--- config.mk ---
export PLATFORM = sky130hd
export DESIGN_NAME = vx_opc_dep_sched_flat
export DESIGN_NICKNAME = d
export VERILOG_FILES = /design/src/rtl/vx_opc_dep_sched_pkg.sv /design/src/rtl/vx_opc_dep_sched_if.sv /design/src/rtl/vx_opc_dep_sched_age_select.sv /design/src/rtl/vx_opc_dep_sched.sv /design/src/flat_wrapper.sv
export SDC_FILE = /design/constraint.sdc
export NUM_CORES = 1
export LEC_CHECK = 0
export CORE_MARGIN = 10
export CORE_UTILIZATION = 56
export DETAILED_ROUTE_END_ITERATION = 8
export GPL_TIMING_DRIVEN = 0
export HOLD_SLACK_MARGIN = 0.08
export PLACE_DENSITY = 0.83
export SLEW_MARGIN = 20
export SYNTH_ARGS = -nofsm -noshare
export SYNTH_HDL_FRONTEND = slang
export SYNTH_SLANG_ARGS = --single-unit
--- constraint.sdc ---
create_clock -name clk -period 8.05 [get_ports clk]
set_clock_uncertainty 0.2 [all_clocks]
set_input_delay 1.61 -clock clk [delete_from_list [all_inputs] [get_ports clk]]
set_output_delay 1.61 -clock clk [all_outputs]
set_load 0.1 [all_outputs]
--- src/rtl/vx_opc_dep_sched_pkg.sv ---
// Shared constants and helpers for the operand-collector dependency scheduler.
// Memory-ordering modes are defined here so that every user of the block agrees on them.
package vx_opc_dep_sched_pkg;

  localparam int LSU_ORDER_NONE  = 0;
  localparam int LSU_ORDER_ALL   = 1;
  localparam int LSU_ORDER_STORE = 2;

  // Returns 1 when two memory ops must stay in program order under the given mode.
  function automatic logic lsu_conflict(input int mode,
                                        input logic a_lsu, input logic a_store,
                                        input logic b_lsu, input logic b_store);
    logic hit;
    hit = 1'b0;
    if (mode == LSU_ORDER_ALL)   hit = a_lsu && b_lsu;
    if (mode == LSU_ORDER_STORE) hit = a_lsu && b_lsu && (a_store || b_store);
    return hit;
  endfunction

endpackage

--- src/rtl/vx_opc_dep_sched_if.sv ---
// Enqueue/dequeue/status bundle of the dependency scheduler.
// Enqueue is valid/ready: a transfer happens on a rising clk edge where enq_valid && enq_ready.
interface vx_opc_dep_sched_if #(
  parameter int NUM_OPCS = 4,
  parameter int NUM_SRCS = 3,
  parameter int NR_BITS  = 6,
  parameter int WIS_W    = 2
) ();
  localparam int OPC_W = $clog2(NUM_OPCS);

  logic                               enq_valid;
  logic                               enq_ready;
  logic [WIS_W-1:0]                   enq_wis;
  logic [NR_BITS-1:0]                 enq_rd;
  logic                               enq_used_rd;
  logic [NUM_SRCS-1:0][NR_BITS-1:0]   enq_rs;
  logic [NUM_SRCS-1:0]                enq_used_rs;
  logic                               enq_is_lsu;
  logic                               enq_is_store;
  logic [OPC_W-1:0]                   enq_opc;
  logic                               deq_valid;
  logic [OPC_W-1:0]                   deq_opc;
  logic [NUM_OPCS-1:0]                opc_busy;
  logic [NUM_OPCS-1:0][NUM_OPCS-1:0]  opc_wait_mask;
  logic [NUM_OPCS-1:0]                opc_ready;
  logic                               sel_valid;
  logic [OPC_W-1:0]                   sel_opc;
  logic                               full;

  modport master (
    output enq_valid, enq_wis, enq_rd, enq_used_rd, enq_rs, enq_used_rs,
           enq_is_lsu, enq_is_store, deq_valid, deq_opc,
    input  enq_ready, enq_opc, opc_busy, opc_wait_mask, opc_ready,
           sel_valid, sel_opc, full
  );

  modport slave (
    input  enq_valid, enq_wis, enq_rd, enq_used_rd, enq_rs, enq_used_rs,
           enq_is_lsu, enq_is_store, deq_valid, deq_opc,
    output enq_ready, enq_opc, opc_busy, opc_wait_mask, opc_ready,
           sel_valid, sel_opc, full
  );
endinterface

--- src/rtl/vx_opc_dep_sched_age_select.sv ---
// Age matrix over the scheduler slots plus an oldest-ready pick.
// older_q[i][j] = 1 means slot j entered before slot i and both are still live.
module vx_opc_dep_sched_age_select #(
  parameter int N = 4
) (
  input  logic                 clk,
  input  logic                 reset,
  input  logic [N-1:0]         alloc_mask,
  input  logic [N-1:0]         free_mask,
  input  logic [N-1:0]         live_mask,
  input  logic [N-1:0]         ready_mask,
  output logic                 sel_valid,
  output logic [$clog2(N)-1:0] sel_idx
);
  logic [N-1:0] older_q [N];
  logic [N-1:0] pick;

  always_ff @(posedge clk or posedge reset) begin
    if (reset) begin
      for (int i = 0; i < N; i++) older_q[i] <= '0;
    end else begin
      for (int i = 0; i < N; i++) begin
        if (alloc_mask[i])     older_q[i] <= live_mask;
        else if (free_mask[i]) older_q[i] <= '0;
        else                   older_q[i] <= older_q[i] & ~free_mask;
      end
    end
  end

  always_comb begin
    pick      = '0;
    sel_idx   = '0;
    for (int i = 0; i < N; i++)
      pick[i] = ready_mask[i] && ((older_q[i] & ready_mask) == '0);
    for (int i = N - 1; i >= 0; i--)
      if (pick[i]) sel_idx = ($clog2(N))'(i);
    sel_valid = |pick;
  end
endmodule

--- src/rtl/vx_opc_dep_sched.sv ---
// Operand-collector dependency scheduler: tracks in-flight slots, builds per-slot
// wait rows (register hazards and memory ordering) and picks the oldest ready slot.
module vx_opc_dep_sched
  import vx_opc_dep_sched_pkg::*;
#(
  parameter int NUM_OPCS  = 4,
  parameter int NUM_SRCS  = 3,
  parameter int NR_BITS   = 6,
  parameter int WIS_W     = 2,
  parameter int LSU_ORDER = 1,
  parameter int RAW_CHECK = 0
) (
  input logic               clk,
  input logic               reset,
  vx_opc_dep_sched_if.slave bus
);
  localparam int OPC_W = $clog2(NUM_OPCS);

  logic [NUM_OPCS-1:0]              busy_q, used_rd_q, lsu_q, store_q;
  logic [NUM_OPCS-1:0]              wait_q [NUM_OPCS];
  logic [WIS_W-1:0]                 wis_q [NUM_OPCS];
  logic [NR_BITS-1:0]               rd_q [NUM_OPCS];
  logic [NUM_SRCS-1:0][NR_BITS-1:0] rs_q [NUM_OPCS];
  logic [NUM_SRCS-1:0]              used_rs_q [NUM_OPCS];

  logic                full, enq_fire, deq_fire;
  logic [OPC_W-1:0]    free_idx;
  logic [NUM_OPCS-1:0] deq_mask, alloc_mask, live_mask, new_row, ready;
  logic [NUM_OPCS-1:0] war_hit, waw_hit, raw_hit;

  always_comb begin
    free_idx   = '0;
    deq_mask   = '0;
    alloc_mask = '0;
    for (int i = NUM_OPCS - 1; i >= 0; i--)
      if (!busy_q[i]) free_idx = OPC_W'(i);
    full     = &busy_q;
    enq_fire = bus.enq_valid && !full;
    deq_fire = bus.deq_valid && busy_q[bus.deq_opc];
    if (deq_fire) deq_mask[bus.deq_opc] = 1'b1;
    if (enq_fire) alloc_mask[free_idx]  = 1'b1;
    // A slot retiring this cycle cannot hold up the newcomer.
    live_mask = busy_q & ~deq_mask;
  end

  always_comb begin
    war_hit = '0;
    waw_hit = '0;
    raw_hit = '0;
    new_row = '0;
    for (int j = 0; j < NUM_OPCS; j++) begin
      for (int s = 0; s < NUM_SRCS; s++) begin
        if (bus.enq_used_rd && used_rs_q[j][s] && rs_q[j][s] == bus.enq_rd) war_hit[j] = 1'b1;
        if (bus.enq_used_rs[s] && used_rd_q[j] && rd_q[j] == bus.enq_rs[s]) raw_hit[j] = 1'b1;
      end
      waw_hit[j] = bus.enq_used_rd && used_rd_q[j] && rd_q[j] == bus.enq_rd;
      new_row[j] = live_mask[j] &&
                   (((wis_q[j] == bus.enq_wis) &&
                     (war_hit[j] || waw_hit[j] || (RAW_CHECK != 0 && raw_hit[j]))) ||
                    lsu_conflict(LSU_ORDER, lsu_q[j], store_q[j], bus.enq_is_lsu, bus.enq_is_store));
    end
  end

  always_ff @(posedge clk or posedge reset) begin
    if (reset) begin
      busy_q    <= '0;
      used_rd_q <= '0;
      lsu_q     <= '0;
      store_q   <= '0;
      for (int i = 0; i < NUM_OPCS; i++) begin
        wait_q[i]    <= '0;
        wis_q[i]     <= '0;
        rd_q[i]      <= '0;
        rs_q[i]      <= '0;
        used_rs_q[i] <= '0;
      end
    end else begin
      for (int i = 0; i < NUM_OPCS; i++) begin
        if (deq_mask[i]) begin
          busy_q[i]    <= 1'b0;
          used_rd_q[i] <= 1'b0;
          lsu_q[i]     <= 1'b0;
          store_q[i]   <= 1'b0;
          wait_q[i]    <= '0;
          wis_q[i]     <= '0;
          rd_q[i]      <= '0;
          rs_q[i]      <= '0;
          used_rs_q[i] <= '0;
        end else if (alloc_mask[i]) begin
          busy_q[i]    <= 1'b1;
          used_rd_q[i] <= bus.enq_used_rd;
          lsu_q[i]     <= bus.enq_is_lsu;
          store_q[i]   <= bus.enq_is_store;
          wait_q[i]    <= new_row;
          wis_q[i]     <= bus.enq_wis;
          rd_q[i]      <= bus.enq_rd;
          rs_q[i]      <= bus.enq_rs;
          used_rs_q[i] <= bus.enq_used_rs;
        end else begin
          wait_q[i]    <= wait_q[i] & ~deq_mask;
        end
      end
    end
  end

  always_comb begin
    for (int i = 0; i < NUM_OPCS; i++) begin
      ready[i]             = busy_q[i] && (wait_q[i] == '0);
      bus.opc_wait_mask[i] = wait_q[i];
    end
    bus.enq_ready = !full;
    bus.enq_opc   = free_idx;
    bus.opc_busy  = busy_q;
    bus.opc_ready = ready;
    bus.full      = full;
  end

  vx_opc_dep_sched_age_select #(.N(NUM_OPCS)) u_age (
    .clk        (clk),
    .reset      (reset),
    .alloc_mask (alloc_mask),
    .free_mask  (deq_mask),
    .live_mask  (live_mask),
    .ready_mask (ready),
    .sel_valid  (bus.sel_valid),
    .sel_idx    (bus.sel_opc)
  );

  deq_of_idle_slot: assert property (@(posedge clk) disable iff (reset)
    bus.deq_valid |-> busy_q[bus.deq_opc]);
endmodule

--- src/flat_wrapper.sv ---
// flat-port wrapper written by rule: the top's interface ports become plain ports
module vx_opc_dep_sched_flat import vx_opc_dep_sched_pkg::*;
#(
  parameter int NUM_OPCS  = 4,
  parameter int NUM_SRCS  = 3,
  parameter int NR_BITS   = 6,
  parameter int WIS_W     = 2,
  parameter int LSU_ORDER = 1,
  parameter int RAW_CHECK = 0
)
  (clk, reset, bus_enq_valid, bus_enq_wis, bus_enq_rd, bus_enq_used_rd, bus_enq_rs, bus_enq_used_rs, bus_enq_is_lsu, bus_enq_is_store, bus_deq_valid, bus_deq_opc, bus_enq_ready, bus_enq_opc, bus_opc_busy, bus_opc_wait_mask, bus_opc_ready, bus_sel_valid, bus_sel_opc, bus_full);
  vx_opc_dep_sched_if #(.NUM_OPCS(NUM_OPCS), .NUM_SRCS(NUM_SRCS), .NR_BITS(NR_BITS), .WIS_W(WIS_W)) bus_i ();
  input logic clk;
  input logic reset;
  input wire logic [$bits(bus_i.enq_valid)-1:0] bus_enq_valid;
  input wire logic [$bits(bus_i.enq_wis)-1:0] bus_enq_wis;
  input wire logic [$bits(bus_i.enq_rd)-1:0] bus_enq_rd;
  input wire logic [$bits(bus_i.enq_used_rd)-1:0] bus_enq_used_rd;
  input wire logic [$bits(bus_i.enq_rs)-1:0] bus_enq_rs;
  input wire logic [$bits(bus_i.enq_used_rs)-1:0] bus_enq_used_rs;
  input wire logic [$bits(bus_i.enq_is_lsu)-1:0] bus_enq_is_lsu;
  input wire logic [$bits(bus_i.enq_is_store)-1:0] bus_enq_is_store;
  input wire logic [$bits(bus_i.deq_valid)-1:0] bus_deq_valid;
  input wire logic [$bits(bus_i.deq_opc)-1:0] bus_deq_opc;
  output wire logic [$bits(bus_i.enq_ready)-1:0] bus_enq_ready;
  output wire logic [$bits(bus_i.enq_opc)-1:0] bus_enq_opc;
  output wire logic [$bits(bus_i.opc_busy)-1:0] bus_opc_busy;
  output wire logic [$bits(bus_i.opc_wait_mask)-1:0] bus_opc_wait_mask;
  output wire logic [$bits(bus_i.opc_ready)-1:0] bus_opc_ready;
  output wire logic [$bits(bus_i.sel_valid)-1:0] bus_sel_valid;
  output wire logic [$bits(bus_i.sel_opc)-1:0] bus_sel_opc;
  output wire logic [$bits(bus_i.full)-1:0] bus_full;
  assign bus_i.enq_valid = bus_enq_valid;
  assign bus_i.enq_wis = bus_enq_wis;
  assign bus_i.enq_rd = bus_enq_rd;
  assign bus_i.enq_used_rd = bus_enq_used_rd;
  assign bus_i.enq_rs = bus_enq_rs;
  assign bus_i.enq_used_rs = bus_enq_used_rs;
  assign bus_i.enq_is_lsu = bus_enq_is_lsu;
  assign bus_i.enq_is_store = bus_enq_is_store;
  assign bus_i.deq_valid = bus_deq_valid;
  assign bus_i.deq_opc = bus_deq_opc;
  assign bus_enq_ready = bus_i.enq_ready;
  assign bus_enq_opc = bus_i.enq_opc;
  assign bus_opc_busy = bus_i.opc_busy;
  assign bus_opc_wait_mask = bus_i.opc_wait_mask;
  assign bus_opc_ready = bus_i.opc_ready;
  assign bus_sel_valid = bus_i.sel_valid;
  assign bus_sel_opc = bus_i.sel_opc;
  assign bus_full = bus_i.full;
  vx_opc_dep_sched #(.NUM_OPCS(NUM_OPCS), .NUM_SRCS(NUM_SRCS), .NR_BITS(NR_BITS), .WIS_W(WIS_W), .LSU_ORDER(LSU_ORDER), .RAW_CHECK(RAW_CHECK)) u_core (.clk(clk), .reset(reset), .bus(bus_i));
endmodule
==> flow_summary.json <==
{
  "vias": 6723,
  "regArea_mm2": 0.00400,
  "combPwrFrac_pct": 44.4,
  "avgSynthCellArea_um2": 9.37,
  "design.die.area_mm2": 0.0190,
  "cpMaxStageDelayCell": "clkdlybuf4s50_1",
  "sw_frac_of_total_pct": 44.6,
  "finalSetupViolations": 0,
  "cts_buffers": 17,
  "synth_seq_cells": 160,
  "vias_per_cell": 6.09,
  "die_x_um": 138,
  "grt_pass1_wl_um": 36100,
  "critPathLaunch": "u_core.bus.opc_wait_mask[2]$_DFF_PP0_",
  "period_minus_slack_ns": 4.94,
  "power_mw": 3.87,
  "path_max_fanout": 5,
  "syn2layout_area_growth_pct": 18.5,
  "p_switching_mw": 1.73,
  "hold_buffers": 0,
  "finalWirelength_um": 23300,
  "synthesis.nets": 868,
  "setup_slack_ns": 3.11,
  "cp.arrival_ns": 3.13,
  "core_area_mm2": 0.0137,
  "r2r-start": "u_core.bus.opc_busy[1]$_DFFE_PP0P_",
  "maxSlewHeadroom_pct": 32.3,
  "min_from": "u_core.u_age.older_q[9]$_DFF_PP0_",
  "cp_num_buf_inv": 2,
  "grt_max_degree": 108,
  "hpwl_um": 15800,
  "outcome": "complete, no violations",
  "seqPwrFrac_pct": 35.3,
  "cts.reportedPaths.clkPinSlew_ns": 0.06,
  "final_net_count": 950,
  "ys_seq_area_share_pct": 51.5,
  "dpl_cell_area_mm2": 0.00866,
  "min_path_type": "flip-flop to flip-flop",
  "end_kind": "primary output",
  "synth_area_leaders": "dfrtp_1 (51%), nand2_1 (11%), xor2_1 (6.3%)",
  "place_congestion": 0.903,
  "synth_warnings": 0,
  "cap_violations": 0,
  "pin_count": 69,
  "rows": 43,
  "yosys.area.top_type": "dfrtp_1",
  "antenna_cells": 0,
  "cts_resized": 0,
  "ir_drop_v": 0.000272,
  "cts_setup_buffers": 0,
  "drc_errors": 0,
  "fmax_ghz": 0.202,
  "wire_per_inst_um": 21.1,
  "crit_top_cell": "nand2_1",
  "grt_pass1_vias": 6546,
  "cpPeakStageDelay_ns": 1.15,
  "syn-cell-area_mm2": 0.00778,
  "cp.required_ns": 6.24,
  "period_share_pct": 61.4,
  "finalMaxSlewViolations": 0,
  "die_h_um": 138,
  "worstPathCellList": "nor4_1 > and2_1 > clkbuf_1 > nand2_1 > nand4b_1 > nand2_1 > a21oi_1 > clkdlybuf4s50_1",
  "drive_gt1_share_pct": 8.55,
  "cts_tree": "done",
  "crit_type": "flip-flop to primary output",
  "p_int_mw": 2.14,
  "h-tree-depth": 4,
  "tightest_slew_ns": 1.01,
  "antenna_found_initial": 0,
  "cp-start-kind": "flip-flop",
  "max-clock-path-buffers": 2,
  "p_per_area_mw_per_mm2": 419,
  "rsz0062_at_grt": "no",
  "multi_input_area_mm2": 0.00343,
  "fin_area_mm2": 0.00922,
  "first_pass_iters": 6,
  "ant_nets": 0,
  "async_flop_share_pct": 100,
  "cts_root_buf": "clkbuf_16",
  "start_util_pct": 56.7,
  "clock_power_share_pct": 20.3,
  "port_buffers": 62,
  "p_leak_nw": 4.18,
  "clock_sinks": 160,
  "synth_cells": 830,
  "final_hold_viol_count": 0,
  "grt_remaining_overflow": 0,
  "critical-path-top-delay-family": "buffers and inverters",
  "grt_usage_pct": 24.9,
  "synth_top_cell_area_share_pct": 51.5,
  "dp_slack_ns": 3.57,
  "drtIter0Drc": 961,
  "synth_enable_flop_cells": 0,
  "final.fill_count": 1031,
  "clk_latency_ns": 0.43,
  "ys.flop_type": "dfrtp_1",
  "ys_types": 41
}
state kept, by name (all words and copies together) (netlist names):
name and flops:
u_core.bus.opc_busy 4, u_core.bus.opc_wait_mask 16, u_core.lsu_q 4, u_core.rd_q 24, u_core.rs_q 72, u_core.u_age.older_q 16
u_core.used_rd_q 4, u_core.used_rs_q 12, u_core.wis_q 8
synthesized netlist by cell type, types with 2 or more instances:
| master | n |
|---|---|
| inv_1 | 2 |
| buf_2 | 18 |
| and3_1 | 7 |
| clkbuf_1 | 31 |
| a21oi_1 | 17 |
| buf_4 | 12 |
| a22oi_1 | 3 |
| buf_6 | 3 |
| nor3_1 | 2 |
| xor2_1 | 56 |
| nand2b_1 | 2 |
| o21ai_1 | 8 |
| nor3_2 | 2 |
| nand4b_2 | 2 |
| a41oi_2 | 2 |
| and2_1 | 6 |
| nand4b_1 | 2 |
| dfrtp_1 | 160 |
| xnor2_1 | 48 |
| nor2_1 | 12 |
| nor4_1 | 18 |
| nor2b_1 | 3 |
| nand2_1 | 223 |
| o21ai_0 | 65 |
| a22o_1 | 33 |
| nand3_1 | 49 |
| nand4_1 | 30 |
area by class of cell:
cell class | instances | share of cell area (%)
clock inverter | 12 | 1.29
inverter | 3 | 0.204
sequential | 160 | 43.4
tap | 180 | 2.44
multi-input combinational | 602 | 37.2
timing repair buffer | 63 | 7.03
clock buffer | 19 | 4.80
buffer | 65 | 3.64
layout by cell type (no fill, tap or decap), drive strengths merged, types with 2 or more instances in the layout:
master	netlist	final
o21ai	73	73
nand2	224	224
nand3	49	49
clkinvlp	0	2
nor2b	3	3
nand4b	4	4
clkinv	0	8
nand2b	2	2
bufinv	0	2
a22oi	4	4
inv	3	3
nor3	4	4
buf	33	34
xor2	56	56
nor4	19	19
a21oi	17	17
a41oi	2	2
clkdlybuf4s50	0	62
and2	6	6
a22o	33	33
dfrtp	160	160
nand4	30	30
and3	7	7
clkbuf	32	51
nor2	14	14
xnor2	48	48
path summary, 6_finish.rpt:
check	to	slack (ns)	cells after the start
max	bus_sel_opc[1]	3.11	8
min	u_core.u_age.older_q[9]$_DFF_PP0_	0.29	1
max reg2reg	u_core.rd_q[12]$_DFFE_PP0P_	5.55	5
min reg2reg	u_core.u_age.older_q[9]$_DFF_PP0_	0.29	1
max in group asynchronous	u_core.wis_q[7]$_DFFE_PP0P_	5.42	3
min in group asynchronous	u_core.rd_q[12]$_DFFE_PP0P_	1.39	2
layer usage:
layer / part of all wire, % / routed length (um) / global-route usage (%)
met5: 0 / 0 / 0
met2: 46 / 10800 / 38.1
met1: 40 / 9400 / 33.1
met4: 4.0 / 928 / 12.2
met3: 9.4 / 2190 / 5.36
per-stage QoR:
| step | util [%] | TNS [ns] | instances | hold slack (ns) |
|---|---|---|---|---|
| detailed placement | 63.1 | 0 | 1073 | 0.272 |
| global route | 67.2 | 0 | 1104 | 0.319 |
| finish | 67.2 | 0 | 1104 | 0.289 |
| floorplan | - | 0 | 830 | 0.243 |
| global placement | 62.9 | -27.93 | 1072 | 0.261 |
| CTS | 67.2 | 0 | 1104 | 0.292 |
cell families after synthesis:
logic type	Yosys count	share of synthesized area, %
xor+xnor	104	11.7
compound gates	132	10.7
simple gates	366	21.7
buf+inv	68	4.46
flops	160	51.5
power groups by stage:
stage | Clock [mW] | Sequential [mW] | Combinational, mW
after global placement | 0 | 1.35 | 1.65
after detailed placement | 0 | 1.36 | 1.69
after floorplan | 0 | 1.46 | 1.15
after global routing | 0.817 | 1.39 | 1.84
after CTS | 0.780 | 1.36 | 1.70
final | 0.783 | 1.37 | 1.72
No activity file was read; power rests on OpenSTA's default activity.
